--- src/rtl/crh_sequencer.sv ---
// Request sequencer in front of the CRH region filter: buffers fills/evicts/probes
// and issues them as two-cycle operation windows separated by a settle cycle.

module crh_sequencer_fifo #(
  parameter int unsigned DEPTH = 4,
  parameter int unsigned WIDTH = 32
) (
  input  logic                     clock,
  input  logic                     reset_n,
  input  logic                     push,
  input  logic [WIDTH-1:0]         push_data,
  input  logic                     pop,
  output logic [WIDTH-1:0]         head_c,
  output logic [$clog2(DEPTH):0]   count,
  output logic                     room_next_c
);
  localparam int unsigned PTR_W = $clog2(DEPTH);
  localparam int unsigned CNT_W = PTR_W + 1;

  logic [WIDTH-1:0] mem [DEPTH];
  logic [PTR_W-1:0] wr_ptr;
  logic [PTR_W-1:0] rd_ptr;
  logic [CNT_W-1:0] count_d;

  assign head_c = mem[rd_ptr];

  always_comb begin
    count_d = count + CNT_W'(push) - CNT_W'(pop);
  end

  // Lets the owner register its ready flag against next-cycle occupancy.
  assign room_next_c = (count_d < CNT_W'(DEPTH));

  always_ff @(posedge clock or negedge reset_n) begin
    if (!reset_n) begin
      wr_ptr <= '0;
      rd_ptr <= '0;
      count  <= '0;
    end else begin
      if (push) wr_ptr <= wr_ptr + PTR_W'(1);
      if (pop)  rd_ptr <= rd_ptr + PTR_W'(1);
      count <= count_d;
    end
  end

  always_ff @(posedge clock) begin
    if (push) mem[wr_ptr] <= push_data;
  end
endmodule

module crh_sequencer #(
  parameter int unsigned REGION_WIDTH = 11,
  parameter int unsigned FIFO_DEPTH   = 4
) (
  input  logic        clock,
  input  logic        reset_n,
  input  logic        fill_valid,
  output logic        fill_ready,
  input  logic [31:0] fill_address,
  input  logic        evict_valid,
  output logic        evict_ready,
  input  logic [31:0] evict_address,
  input  logic        probe_valid,
  output logic        probe_ready,
  input  logic [31:0] probe_address,
  output logic        probe_done,
  output logic        probe_empty,
  output logic        increment,
  output logic        decrement,
  output logic        probe,
  output logic [31:0] increment_address,
  output logic [31:0] decrement_address,
  output logic [31:0] probe_address_out,
  input  logic        p
);
  localparam int unsigned CNT_W = $clog2(FIFO_DEPTH) + 1;

  typedef enum logic [1:0] {IDLE, ISSUE1, ISSUE2, GAP} state_t;

  state_t            state_q;
  state_t            state_d;
  logic [31:0]       inc_head;
  logic [31:0]       dec_head;
  logic [CNT_W-1:0]  inc_count;
  logic [CNT_W-1:0]  dec_count;
  logic              inc_room_next;
  logic              dec_room_next;
  logic              probe_pending;
  logic              pending_d;
  logic [31:0]       probe_addr_q;
  logic              fill_push;
  logic              evict_push;
  logic              probe_accept;
  logic              inc_pop;
  logic              dec_pop;
  logic              cancel;
  logic              issue;
  logic              load_inc;
  logic              load_dec;
  logic              load_probe;
  logic              probe_finish;
  logic              inc_valid;
  logic              dec_valid;
  logic              same_region;

  assign fill_push    = fill_valid  && fill_ready;
  assign evict_push   = evict_valid && evict_ready;
  assign probe_accept = probe_valid && probe_ready;
  assign inc_valid    = (inc_count != '0);
  assign dec_valid    = (dec_count != '0);
  assign same_region  = (inc_head[31 -: REGION_WIDTH] == dec_head[31 -: REGION_WIDTH]);

  crh_sequencer_fifo #(.DEPTH(FIFO_DEPTH), .WIDTH(32)) u_inc_fifo (
    .clock       (clock),
    .reset_n     (reset_n),
    .push        (fill_push),
    .push_data   (fill_address),
    .pop         (inc_pop),
    .head_c      (inc_head),
    .count       (inc_count),
    .room_next_c (inc_room_next)
  );

  crh_sequencer_fifo #(.DEPTH(FIFO_DEPTH), .WIDTH(32)) u_dec_fifo (
    .clock       (clock),
    .reset_n     (reset_n),
    .push        (evict_push),
    .push_data   (evict_address),
    .pop         (dec_pop),
    .head_c      (dec_head),
    .count       (dec_count),
    .room_next_c (dec_room_next)
  );

  always_ff @(posedge clock or negedge reset_n) begin
    if (!reset_n) state_q <= IDLE;
    else          state_q <= state_d;
  end

  // Operation selection: cancel, paired inc/dec, single head, then probe once drained.
  always_comb begin
    state_d    = state_q;
    cancel     = 1'b0;
    load_inc   = 1'b0;
    load_dec   = 1'b0;
    load_probe = 1'b0;
    case (state_q)
      IDLE: begin
        if (inc_valid && dec_valid && same_region) begin
          cancel = 1'b1;
        end else if (inc_valid || dec_valid) begin
          load_inc = inc_valid;
          load_dec = dec_valid;
          state_d  = ISSUE1;
        end else if (probe_pending) begin
          load_probe = 1'b1;
          state_d    = ISSUE1;
        end
      end
      ISSUE1:  state_d = ISSUE2;
      ISSUE2:  state_d = GAP;
      GAP:     state_d = IDLE;
      default: state_d = IDLE;
    endcase
    issue        = load_inc || load_dec || load_probe;
    inc_pop      = cancel || ((state_q == ISSUE2) && increment);
    dec_pop      = cancel || ((state_q == ISSUE2) && decrement);
    probe_finish = (state_q == ISSUE2) && probe;
    pending_d    = probe_accept || (probe_pending && !probe_finish);
  end

  always_ff @(posedge clock or negedge reset_n) begin
    if (!reset_n) begin
      probe_pending <= 1'b0;
      probe_addr_q  <= '0;
      fill_ready    <= 1'b1;
      evict_ready   <= 1'b1;
      probe_ready   <= 1'b1;
    end else begin
      probe_pending <= pending_d;
      if (probe_accept) probe_addr_q <= probe_address;
      fill_ready    <= inc_room_next && !pending_d;
      evict_ready   <= dec_room_next && !pending_d;
      probe_ready   <= !pending_d;
    end
  end

  // CRH strobes held through ISSUE1/ISSUE2, zero otherwise.
  always_ff @(posedge clock or negedge reset_n) begin
    if (!reset_n) begin
      increment         <= 1'b0;
      decrement         <= 1'b0;
      probe             <= 1'b0;
      increment_address <= '0;
      decrement_address <= '0;
      probe_address_out <= '0;
      probe_done        <= 1'b0;
      probe_empty       <= 1'b0;
    end else begin
      probe_done  <= probe_finish;
      probe_empty <= probe_finish && p;
      if (issue) begin
        increment         <= load_inc;
        decrement         <= load_dec;
        probe             <= load_probe;
        increment_address <= load_inc   ? inc_head     : '0;
        decrement_address <= load_dec   ? dec_head     : '0;
        probe_address_out <= load_probe ? probe_addr_q : '0;
      end else if (state_q == ISSUE2) begin
        increment         <= 1'b0;
        decrement         <= 1'b0;
        probe             <= 1'b0;
        increment_address <= '0;
        decrement_address <= '0;
        probe_address_out <= '0;
      end
    end
  end
endmodule
--- config.mk ---
export PLATFORM = sky130hd
export DESIGN_NAME = crh_sequencer
export DESIGN_NICKNAME = d
export VERILOG_FILES = /design/src/rtl/crh_sequencer.sv
export SDC_FILE = /design/constraint.sdc
export NUM_CORES = 1
export LEC_CHECK = 0
export ABC_AREA = 1
export BUFFER_PORTS_ARGS = -buffer_cell sky130_fd_sc_hd__buf_2
export CELL_PAD_IN_SITES_DETAIL_PLACEMENT = 1
export CELL_PAD_IN_SITES_GLOBAL_PLACEMENT = 1
export CORE_ASPECT_RATIO = 0.8
export CORE_UTILIZATION = 43
export CTS_CLUSTER_SIZE = 24
export DETAILED_ROUTE_END_ITERATION = 8
export PLACE_DENSITY_LB_ADDON = 0.1
export RECOVER_POWER = 50
export SETUP_SLACK_MARGIN = 0.5
export SYNTH_ARGS = -nofsm -noshare
export SYNTH_HDL_FRONTEND = slang
export SYNTH_HIERARCHICAL = 1
export SYNTH_SLANG_ARGS = --single-unit
--- constraint.sdc ---
create_clock -name clock -period 7.4 [get_ports clock]
set_input_delay 0.74 -clock clock [delete_from_list [all_inputs] [get_ports clock]]
set_output_delay 0.74 -clock clock [all_outputs]
set_load 0.02 [all_outputs]
Yosys cells after proc, flatten, opt, wreduce, memory -nomap -nowiden
Memories as Yosys holds them, arrays and structs flattened. Index checks and enable logic that the tools add are counted. W data, S select, Z words.

Add/sub/neg operators: 8. Magnitude comparators: 2. Equal/unequal tests: 6. Multiplexer cells: 31. Reductions and logical operators: 25.

Operators by type and width (count): $mux W32 (7); $mux W1 (20); $logic_and A1 B1 Y1 (12); $eq A11 B11 Y1 (1); $add A2 B1 Y2 const B (4); $pmux W2 S4 (1); $add A3 B1 Y3 (2); $logic_or A1 B1 Y1 (6); $lt A3 B3 Y1 const B (2); $mux W2 (3); $reduce_bool A3 Y1 (2); $sub A3 B1 Y3 (2); $eq A2 B2 Y1 const B (2); $ne A3 B3 Y1 const B (1); $eq A2 B1 Y1 const B (1); $logic_not A1 Y1 (2); $logic_not A2 Y1 (1); $ne A2 B2 Y1 const B (1); $reduce_and A2 Y1 (1); $reduce_bool A2 Y1 (1).

Register bits: 153. Memory bits (writable): 256. Bits of input ports: 102. Word-level logic and storage cells: 94. Memories kept: 2.

Memory list: u_dec_fifo.mem (depth 4, width 32, rd ports 1, clocked after memory_dff 0, wr ports 1, RTL line 20) `logic [WIDTH-1:0] mem [DEPTH];`; u_inc_fifo.mem (depth 4, width 32, rd ports 1, clocked after memory_dff 0, wr ports 1, RTL line 20).

Depth between registers and ports, before layout
Gate-level depths: netlist of run 1.

Depth in word-level cells: 9. Gate-level depth with buffers: 23. Mapped depth without buffers: 22.

Cells and area by module
Netlist of run 1, hierarchy kept.

By module, submodules not included: crh_sequencer_fifo (instances 2, cells an instance 549, area an instance 5793.1 um^2, seq. area each 4018.9 um^2); crh_sequencer (instances 1, cells an instance 612, area an instance 5940.7 um^2, seq. area each 3482.1 um^2).

Least setup slack after synthesis of run 1
OpenSTA, ideal clock, no wires.

Kind: flip-flop to flip-flop. Start point: reg u_inc_fifo.rd_ptr[1]. End point: reg evict_ready. Setup time: 0.069 ns. Arrival time: 2.674 ns. Slack: 4.657 ns. Cell stages (with the launch flop): 24. Path buffers: 2. Path through: dfrtp_1 -> buf_2 -> inv_2 -> buf_2 -> nand3_1 -> nand2_1 -> inv_1 -> nand2_1 -> nand2_1 -> nor2_1 -> nand2_1 -> nor2_2 -> nand3_1 -> nand2_1 -> ha_1 -> inv_1 -> ha_1 -> inv_1 -> fa_1 -> inv_1 -> nand2_1 -> nand2_1 -> inv_1 -> nor2_1.

Longest elaborated chain between the ends: 9.

RTL lines: start, declared (RTL line 22) `logic [PTR_W-1:0] rd_ptr;`; start signal, assigned (RTL line 41) `if (pop) rd_ptr <= rd_ptr + PTR_W'(1);`; $mem_v2 Z4 W32; via inc_head[23] (RTL line 82) `logic [31:0] inc_head;`; $eq A11 B11 Y1 (RTL line 111) `assign same_region = (inc_head[31 -: REGION_WIDTH] == dec_head[31 -: REGION_WIDTH]);`; $logic_and A1 B1 Y1 (RTL line 149) `if (inc_valid && dec_valid && same_region) begin`; $mux W1 (RTL line 149); $mux W1 (RTL line 147) `case (state_q)`; $logic_or A1 B1 Y1 (RTL line 167) `dec_pop = cancel || ((state_q == ISSUE2) && decrement);`; via dec_pop (RTL line 95) `logic dec_pop;`; $sub A3 B1 Y3 (RTL line 28) `count_d = count + CNT_W'(push) - CNT_W'(pop);`; $lt A3 B3 Y1 (RTL line 32) `assign room_next_c = (count_d < CNT_W'(DEPTH));`; via dec_room_next (RTL line 87) `logic dec_room_next;`; $logic_and A1 B1 Y1 (RTL line 183) `evict_ready <= dec_room_next && !pending_d;`; end signal, assigned (RTL line 183); end, declared (RTL line 61) `output logic evict_ready,`.

The timed path passes the listed nets, and every way through them passes these cells. A chain may end at the register's enable or synchronous reset.

Final worst setup path of run 1
Start point: reg u_dec_fifo.rd_ptr[0]. End point: reg fill_ready.

Longest elaborated chain between the ends: 9.

RTL lines: start, declared (RTL line 22); start signal, assigned (RTL line 41); $mem_v2 Z4 W32; via dec_head[25] (RTL line 83) `logic [31:0] dec_head;`; $eq A11 B11 Y1 (RTL line 111); $logic_and A1 B1 Y1 (RTL line 149); $mux W1 (RTL line 149); $mux W1 (RTL line 147); $logic_or A1 B1 Y1 (RTL line 166) `inc_pop = cancel || ((state_q == ISSUE2) && increment);`; via inc_pop (RTL line 94) `logic inc_pop;`; $sub A3 B1 Y3 (RTL line 28); $lt A3 B3 Y1 (RTL line 32); via inc_room_next (RTL line 86) `logic inc_room_next;`; $logic_and A1 B1 Y1 (RTL line 182) `fill_ready <= inc_room_next && !pending_d;`; end signal, assigned (RTL line 182); end, declared (RTL line 58) `output logic fill_ready,`.

The timed path passes the listed nets, and every way through them passes these cells.

==> results of run 1 <==
per-layer routing:
layer  wire length (µm)  up-vias
met5                 18        -
met1              20400     5961
met4                682        4
met2              20800      241
met3               2640       63
li1                   -     5800
worst max-delay path by stage:
stage,to,start,slack [ns],cells past startpoint
2_1_floorplan,evict_ready,u_inc_fifo/rd_ptr[1],4.66,23
3_3_place_gp,evict_ready,u_dec_fifo/rd_ptr[1],3.54,22
3_5_place_dp,evict_ready,u_dec_fifo/rd_ptr[0],3.45,21
4_1_cts,fill_ready,u_dec_fifo/rd_ptr[0],3.31,21
5_1_grt,fill_ready,u_dec_fifo/rd_ptr[0],2.89,21
6_report,fill_ready,u_dec_fifo/rd_ptr[0],3.36,21
through the flow:
step / power [mW] / std cells / hold slack, ns
floorplan: 4.87 / 1710 / 0.444
global placement: 5.50 / 2385 / 0.455
detailed placement: 5.58 / 2385 / 0.461
CTS: 7.64 / 2464 / 0.307
global route: 8.01 / 2465 / 0.353
finish: 7.52 / 2465 / 0.292
layout by cell type (no fill, tap or decap), types with 17 or more instances in the layout:
master,n
dfrtp_1,148
inv_1,310
nand3_1,136
nand4_1,99
buf_2,65
nand2_1,580
mux2_2,32
buf_4,17
clkbuf_16,45
clkbuf_1,156
edfxtp_1,256
layout make-up:
type	count	area share
Tap cell	536	0.0336
Clock buffer	62	0.0606
Timing Repair Buffer	224	0.0497
Clock inverter	17	0.00539
Multi-Input combinational cell	897	0.214
Sequential cell	409	0.577
Antenna cell	1	0.000125
Inverter	319	0.0599
worst max-delay path, delay by kind of cell (launching register included):
| kind | cells | cell delay, ns |
|---|---|---|
| adders and majority gates | 3 | 0.80 |
| and+or+nand+nor | 13 | 1.63 |
| DFF | 1 | 0.40 |
| buffers and inverters | 5 | 1.10 |
logic make-up after synthesis:
family,Yosys count
AO/OA/AOI/OAI,4
XOR/XNOR,9
adder cells (fa/ha/maj),16
buffers and inverters,404
flip-flops,409
multiplexers,32
AND/OR/NAND/NOR,836
power breakdown:
group | total, mW | switching (mW) | internal, mW | leakage (nW)
clock | 2.03 | 0.861 | 1.17 | 0.652
combinational | 2.54 | 1.84 | 0.703 | 4.70
sequential | 2.94 | 0.181 | 2.76 | 4.27
registers in the layout, summed over array words and instances (netlist names), 2 cells and up:
name	count
increment_address	32
decrement_address	32
u_dec_fifo/mem	128
u_dec_fifo/rd_ptr	2
state_q	2
u_inc_fifo/wr_ptr	2
u_dec_fifo/count	3
probe_address_out	32
probe_addr_q	32
u_dec_fifo/wr_ptr	2
u_inc_fifo/mem	128
u_inc_fifo/count	3
u_inc_fifo/rd_ptr	2
==> results.toml, run 1 <==
[placement]
dpl_cell_area_um2 = 18800
dp_worst_setup_slack_ns = 3.45
dp_hpwl_um = 27100
gp_congestion = 0.725
io_buffers = 205

[status]
status = "finished with violations"
violations = "capacitance limit, slew limit"

[clock_tree]
cts_tree = "yes"
clkTransAtPathRegs_ns = 0.06
clk_latency_ns = 0.54
clk_path_buf_depth = 3
htreeDepth = 2
hold_buffers = 0
cts_root_buffer = "clkbuf_16"
post-cts-setup-buffers = 0
cts_resized = 0
cts_buffers = 43
clkSinkCount = 409

[sta]
fin_crit_sh = 0.546
setup_violations = 0
rsz0062_at_grt = "false"
worst_pin_slew_ns = 2.35
max_freq_ghz = 0.247
hold_viol = 0
fin_ws_ns = 3.36
slew_viol_final = 67
skew_ns = 0.0133
setup_tns_ns = 0
slew_headroom = -0.568
layout_min_cycle_time_ns = 4.04

[logic_synthesis]
yosysMostFrequentCell = "nand2_1"
synth_warnings = 6
synth-simple-area-share = 0.205
synthArstFlopShare = 0.374
synthMuxAreaShare = 0.0206
synth_flop_cell = "edfxtp_1"
synth_cells = 1710
synth.avg_cell_area_um2 = 10.2
yosysSeqAreaShare = 0.657
ys_top_cells_by_count = "nand2_1, inv_1, edfxtp_1"
synth_cell_type_count = 27
synth_compound_area_frac = 0.00114
ys_ff_latch = 409
synth_top_family_by_area = "simple AND/OR/NAND/NOR gates"
ys_top_cells_by_area = "edfxtp_1, dfrtp_1, nand2_1, inv_1, nand3_1"
synth_largest_area_cell = "edfxtp_1"
netlist_area_um2 = 17500
synth_xor_area_frac = 0.00450
synth_edf_count = 256
synth_top_cell_area_share = 0.439
synth_fp_nets = 1828
synthAdderAreaFrac = 0.0123

[flow_run]
maxCapViolations = 2

[power_and_ir_drop]
leakage_nw = 9.62
p_per_area_nw_per_um2 = 376
max-vdd-ir-drop_mv = 0.234

[grt]
grt_use_met3 = 0.0538
first_global_vias = 12803
use_met2 = 0.363
grt_busiest_layer = "met2"
grt_usage = 0.220
met1_usage = 0.295
grt-ovfl-total = 0
antenna_found_initial = 3
grt_start_max_net_pins = 85
grt_pass1_wl_um = 71300

[worst_setup_path]
reg2reg_from = "u_dec_fifo/rd_ptr[0]"
crit_path_max_fanout = 64
cp.required_ns = 7.85
critPathSlowestCell = "inv_2"
critPathLaunchType = "flop"
rr_endpoint = "fill_ready"
cpMostUsedCell = "nand2_1"
criticalPathCategory = "reg -> reg"
rr_worst_depth = 21
r2r_setup_slack_ns = 3.36
endpoint_kind = "flop"
worstPathCellList = "inv_2 -> nand2_1 -> nand3_1 -> nand2_1 -> nand2_1 -> nand2_1 -> nor2_1 -> nand2_1 -> nor2_2 -> nand3_1 -> nand2_1 -> ha_1 -> inv_1 -> ha_1 -> inv_1 -> fa_1 -> inv_1 -> nand2_1 -> nand2_1 -> inv_1 -> nor2_1"
cpPeakStageDelay_ns = 0.83
worstPathArrival_ns = 4.49

[routing]
ant_nets = 0
vias = 12069
via_per_inst = 4.90
drtIter0Drc = 643
wirelength_um = 44500
remaining_drc_errors = 0
wl_per_cell_um = 18.1
firstDrtPassIters = 6

[final_layout]
multi_input_area_um2 = 4270
drive_above_1_share = 0.0996
num-fill-cells = 4542
syn2layout_area_growth_pct = 14.0
regArea_um2 = 11500
design_area_um2 = 20000
fin_util = 0.502
num-nets-final = 2012

[die]
io_pins = 206
row_count = 65
die_area_um2 = 41600
start_util = 0.441
dieWidth_um = 228
core_um2 = 39800
die_h_um = 183

[worst_hold_path]
min_path_type = "in -> async"
Power figures use the tool's default switching activity.
==> run 2, diff against run 1 <==
--- a/config.mk
+++ b/config.mk
@@ -10,7 +10,7 @@
 export CELL_PAD_IN_SITES_DETAIL_PLACEMENT = 1
 export CELL_PAD_IN_SITES_GLOBAL_PLACEMENT = 1
 export CORE_ASPECT_RATIO = 0.8
-export CORE_UTILIZATION = 43
+export CORE_UTILIZATION = 41
 export CTS_CLUSTER_SIZE = 24
 export DETAILED_ROUTE_END_ITERATION = 8
 export PLACE_DENSITY_LB_ADDON = 0.1
==> constraint.sdc (replaced) <==
create_clock -name clock -period 3.3 [get_ports clock]
set_input_delay 0.33 -clock clock [delete_from_list [all_inputs] [get_ports clock]]
set_output_delay 0.33 -clock clock [all_outputs]
set_load 0.02 [all_outputs]
==> results.toml, run 2 (synthesis results as in run 1) <==
[power_and_ir_drop]
p_per_area_nw_per_um2 = 835
max-vdd-ir-drop_mv = 0.537
leakage_nw = 10.3

[sta]
rsz0062_at_grt = "true"
fin_ws_ns = 0.398
setup_violations = 0
skew_ns = 0.0131
layout_min_cycle_time_ns = 2.90
slew_headroom = -0.279
holdWs_ns = 0.0253
hold_viol = 0
worst_pin_slew_ns = 1.92
fin_crit_sh = 0.880
max_freq_ghz = 0.345
setup_tns_ns = 0
slew_viol_final = 69

[clock_tree]
clkTransAtPathRegs_ns = 0.06
clk_path_buf_depth = 3
cts_buffers = 44
clk_latency_ns = 0.54
cts_root_buffer = "clkbuf_16"
htreeDepth = 2
clkSinkCount = 409
cts_tree = "yes"

[worst_setup_path]
cp.required_ns = 3.77
critPathLaunchType = "flop"
endpoint_kind = "flop"
criticalPathCategory = "reg -> reg"
crit_path_max_fanout = 6
worstPathArrival_ns = 3.37

[routing]
wl_per_cell_um = 17.9
remaining_drc_errors = 0
firstDrtPassIters = 4
ant_nets = 0
via_per_inst = 4.83
drtIter0Drc = 618
wirelength_um = 46300
vias = 12508

[final_layout]
syn2layout_area_growth_pct = 22.4
layout_commonest_cell = "nand2_1"
final_cell_mix = "nand2_1, inv_1, edfxtp_1"
diodes = 0
drive_above_1_share = 0.156
top_regs = "u_dec_fifo/mem (128), u_inc_fifo/mem (128)"
num-nets-final = 2123

[placement]
dp_hpwl_um = 29100
io_buffers = 205
dp_worst_setup_slack_ns = 0.0316
gp_congestion = 0.748

[grt]
antenna_found_initial = 3
first_global_vias = 13456
grt-ovfl-total = 0
grt_start_max_net_pins = 69
grt_pass1_wl_um = 73700
grt_usage = 0.218

[die]
dieWidth_um = 233
start_util = 0.417
io_pins = 206
die_area_um2 = 43600
core_um2 = 42000
die_h_um = 187
row_count = 67

[status]
status = "finished with violations"
violations = "capacitance limit, slew limit"

[worst_hold_path]
min_path_type = "in -> reg"

[flow_run]
maxCapViolations = 1
## run 2: changes by cell type in the layout (fill, tap and decap cells not counted), sizes merged, moves of 9 or more
| cell | previous run | this run |
|---|---|---|
| buf | 83 | 152 |
| dlygate4sd3 | 0 | 66 |
| clkbuf | 203 | 187 |
| clkinv | 16 | 7 |
## run 2: worst paths after layout
path	endpoint	cells past startpoint	startpoint	slack, ns
max in group asynchronous	probe	3	reset_n	0.86
max reg2reg	fill_ready	23	u_dec_fifo/rd_ptr[0]	0.40
min reg2reg	probe_address_out[28]	2	probe_addr_q[28]	0.47
max	fill_ready	23	u_dec_fifo/rd_ptr[0]	0.40
min	probe_addr_q[7]	2	probe_address[7]	0.03
min in group asynchronous	increment_address[15]	2	reset_n	0.82
## run 2: worst max-delay path, stage by stage, from the launching register on
cell and delay, ns:
dfrtp_2 0.50, buf_6 0.16, buf_12 0.14, nand2_4 0.05
nand3_2 0.06, nand2_2 0.11, inv_1 0.06, nand2_1 0.07
nand2_1 0.07, nor2_2 0.09, nand2_1 0.07, nor2_2 0.12
nand3_2 0.14, nand2_2 0.12, ha_4 0.21, inv_2 0.06
ha_4 0.11, inv_2 0.03, fa_2 0.38, inv_2 0.08
nand2_2 0.04, nand2_1 0.05, inv_1 0.04, nor2_1 0.07
## run 2: per-stage QoR
stage	cell area, µm²	cells	util	power, mW
2_1_floorplan	17500	1710	-	10.9
3_3_place_gp	19100	2425	0.455	12.6
3_5_place_dp	19100	2425	0.455	12.8
4_1_cts	21500	2586	0.511	18.0
5_1_grt	21500	2591	0.511	19.1
6_report	21500	2591	0.511	17.9
## run 2: cell type report
type | count | area (µm²)
inverter | 319 | 1220
sequential | 409 | 11500
timing repair inverter | 1 | 11.3
clock buffer | 72 | 1290
multi-input combinational | 897 | 4490
fill | 4674 | 20500
clock inverter | 8 | 38.8
tap | 552 | 691
timing repair buffer | 333 | 2190
## run 2: report_power, final
part | internal (mW) | switching, mW | total, mW
registers | 6.20 | 0.427 | 6.63
logic | 2.23 | 4.46 | 6.69
clock network | 2.65 | 1.94 | 4.59
## run 2: layer usage
| layer | vias to the layer above | wire [µm] | track usage |
|---|---|---|---|
| met5 | - | 49 | 0 |
| met4 | 6 | 682 | 0.0473 |
| met3 | 61 | 2310 | 0.0460 |
| met2 | 218 | 22100 | 0.357 |
| met1 | 6193 | 21100 | 0.298 |
| li1 | 6030 | - | - |
## run 2: timing repair
item,in CTS,in global routing
gates cloned,3,0
gates resized for setup,67,28
pin swaps,30,23
setup endpoints to repair,9,100
endpoints found under the hold margin,268,2
hold buffers,65,1
setup buffers,13,4
==> run 3, diff against run 2 <==
--- a/config.mk
+++ b/config.mk
@@ -10,7 +10,7 @@
 export CELL_PAD_IN_SITES_DETAIL_PLACEMENT = 1
 export CELL_PAD_IN_SITES_GLOBAL_PLACEMENT = 1
 export CORE_ASPECT_RATIO = 0.8
-export CORE_UTILIZATION = 41
+export CORE_UTILIZATION = 33
 export CTS_CLUSTER_SIZE = 24
 export DETAILED_ROUTE_END_ITERATION = 8
 export PLACE_DENSITY_LB_ADDON = 0.1
==> results.toml, run 3 (synthesis results as in run 1) <==
[status]
status = "finished with violations"
violations = "capacitance limit, slew limit"

[clock_tree]
cts_root_buffer = "clkbuf_16"
cts_tree = "yes"
clkSinkCount = 409
clk_latency_ns = 0.59
htreeDepth = 2
cts_buffers = 46
clkTransAtPathRegs_ns = 0.06
clk_path_buf_depth = 3

[final_layout]
num-fill-cells = 5842
regArea_um2 = 11500
syn2layout_area_growth_pct = 30.2
drive_above_1_share = 0.197
final_cell_mix = "nand2_1, inv_1, edfxtp_1"
design_area_um2 = 22800
top_regs = "u_dec_fifo/mem (128), u_inc_fifo/mem (128)"
num-nets-final = 2183
multi_input_area_um2 = 4650
layout_commonest_cell = "nand2_1"

[die]
die_area_um2 = 54000
die_h_um = 208
start_util = 0.334
io_pins = 206
dieWidth_um = 260
row_count = 75
core_um2 = 52500

[worst_hold_path]
holdPathStages = 1
whs_endpoint = "u_dec_fifo/mem[0][22]"
hold_path_startpoint = "evict_address[22]"
min_path_type = "in -> reg"

[routing]
drtIter0Drc = 558
vias = 12845
firstDrtPassIters = 5
remaining_drc_errors = 0
wirelength_um = 51400
via_per_inst = 4.59
ant_nets = 0
wl_per_cell_um = 18.4

[placement]
io_buffers = 205
gp_congestion = 0.743
dpl_cell_area_um2 = 19300
dp_hpwl_um = 30400

[sta]
skew_ns = 0.0249
rsz0062_at_grt = "true"
fin_crit_sh = 0.876
hold_viol = 0
max_freq_ghz = 0.346
worst_pin_slew_ns = 1.53
layout_min_cycle_time_ns = 2.89
slew_headroom = -0.0198
setup_tns_ns = 0
slew_viol_final = 55
setup_violations = 0

[worst_setup_path]
r2r_setup_slack_ns = 0.41
rr_worst_depth = 20
worstPathArrival_ns = 3.37
critPathLaunchType = "flop"
rr_endpoint = "u_dec_fifo/count[2]"
cp.required_ns = 3.78
reg2reg_from = "u_dec_fifo/rd_ptr[0]"
criticalPathCategory = "reg -> reg"
crit_path_max_fanout = 6
endpoint_kind = "flop"

[grt]
grt_pass1_wl_um = 78100
first_global_vias = 13579
grt-ovfl-total = 0
grt_usage = 0.187
antenna_found_initial = 4
grt_start_max_net_pins = 64

[power_and_ir_drop]
leakage_nw = 11.0
p_per_area_nw_per_um2 = 866
max-vdd-ir-drop_mv = 0.426

[flow_run]
maxCapViolations = 1
run 3: changes by cell type in the layout (fill, tap and decap cells not counted), moves of 7 or more:
cell / delta
buf_2: +32
nand2_1: -13
nand2_4: +7
clkbuf_16: +11
nand2_2: +7
buf_4: +11
buf_6: +7
clkbuf_1: -44
dlygate4sd3_1: +30
run 3: how the worst max path moves through the flow:
stage | startpoint | end | slack [ns]
global placement | u_dec_fifo/rd_ptr[0] | evict_ready | 0.16
global route | u_dec_fifo/rd_ptr[0] | evict_ready | 0.26
detailed placement | u_dec_fifo/rd_ptr[0] | evict_ready | 0.06
CTS | u_dec_fifo/rd_ptr[0] | evict_ready | 0.40
floorplan | u_inc_fifo/rd_ptr[1] | evict_ready | 0.56
finish | u_dec_fifo/rd_ptr[0] | u_dec_fifo/count[2] | 0.41
run 3: final cells by class:
class                      instances  area share
clock buffer                      64      0.0603
timing repair buffer             389       0.128
timing repair inverter             1    0.000713
tap                              693      0.0380
inverter                         319      0.0544
multi-input combinational        899       0.204
clock inverter                    22     0.00965
sequential                       409       0.505
antenna                            1    0.000110
run 3: layer usage:
layer,GRT usage,share of wire
met1,0.258,0.47
met2,0.294,0.45
met3,0.0457,0.055
met4,0.0499,0.020
met5,0,0.00086
run 3: report_power, final:
group          leakage, nW  internal, mW  switching, mW  total [mW]
Clock                0.785          3.24           2.14        5.38
Sequential            4.27          6.20          0.411        6.61
Combinational         5.95          2.80           4.97        7.77
run 3: critical path: stages, from the launching register on:
cell and delay, ns:
dfrtp_2 0.49, buf_6 0.17, buf_12 0.15, nand2_2 0.06
nand3_2 0.06, nand2_2 0.07, nand2_1 0.10, nand2_2 0.09
nor2_4 0.13, nand2_2 0.07, nor2_4 0.12, nand3_4 0.12
nand2_4 0.10, ha_4 0.20, inv_2 0.06, ha_4 0.13
inv_4 0.03, fa_2 0.37, buf_4 0.14, nand2_1 0.05
nand2_1 0.06
run 3: what timing repair did:
action                                  CTS  global route
pin swaps                                38            39
hold buffers                             96             0
endpoints found under the setup margin   28           105
setup buffers                            26            13
gates cloned                              4             6
endpoints found under the hold margin   330             0
gates resized for setup                  61            75
run 3: metrics by stage:
stage | total power [mW] | setup WS, ns | instances | utilization | hold WS [ns]
2_1_floorplan | 10.9 | 0.557 | 1710 | - | 0.0344
3_3_place_gp | 12.7 | 0.165 | 2565 | 0.368 | 0.351
3_5_place_dp | 12.9 | 0.0582 | 2565 | 0.368 | 0.346
4_1_cts | 19.2 | 0.400 | 2777 | 0.427 | 0.0169
5_1_grt | 20.9 | 0.257 | 2797 | 0.435 | 0.141
6_report | 19.8 | 0.410 | 2797 | 0.435 | 0.147
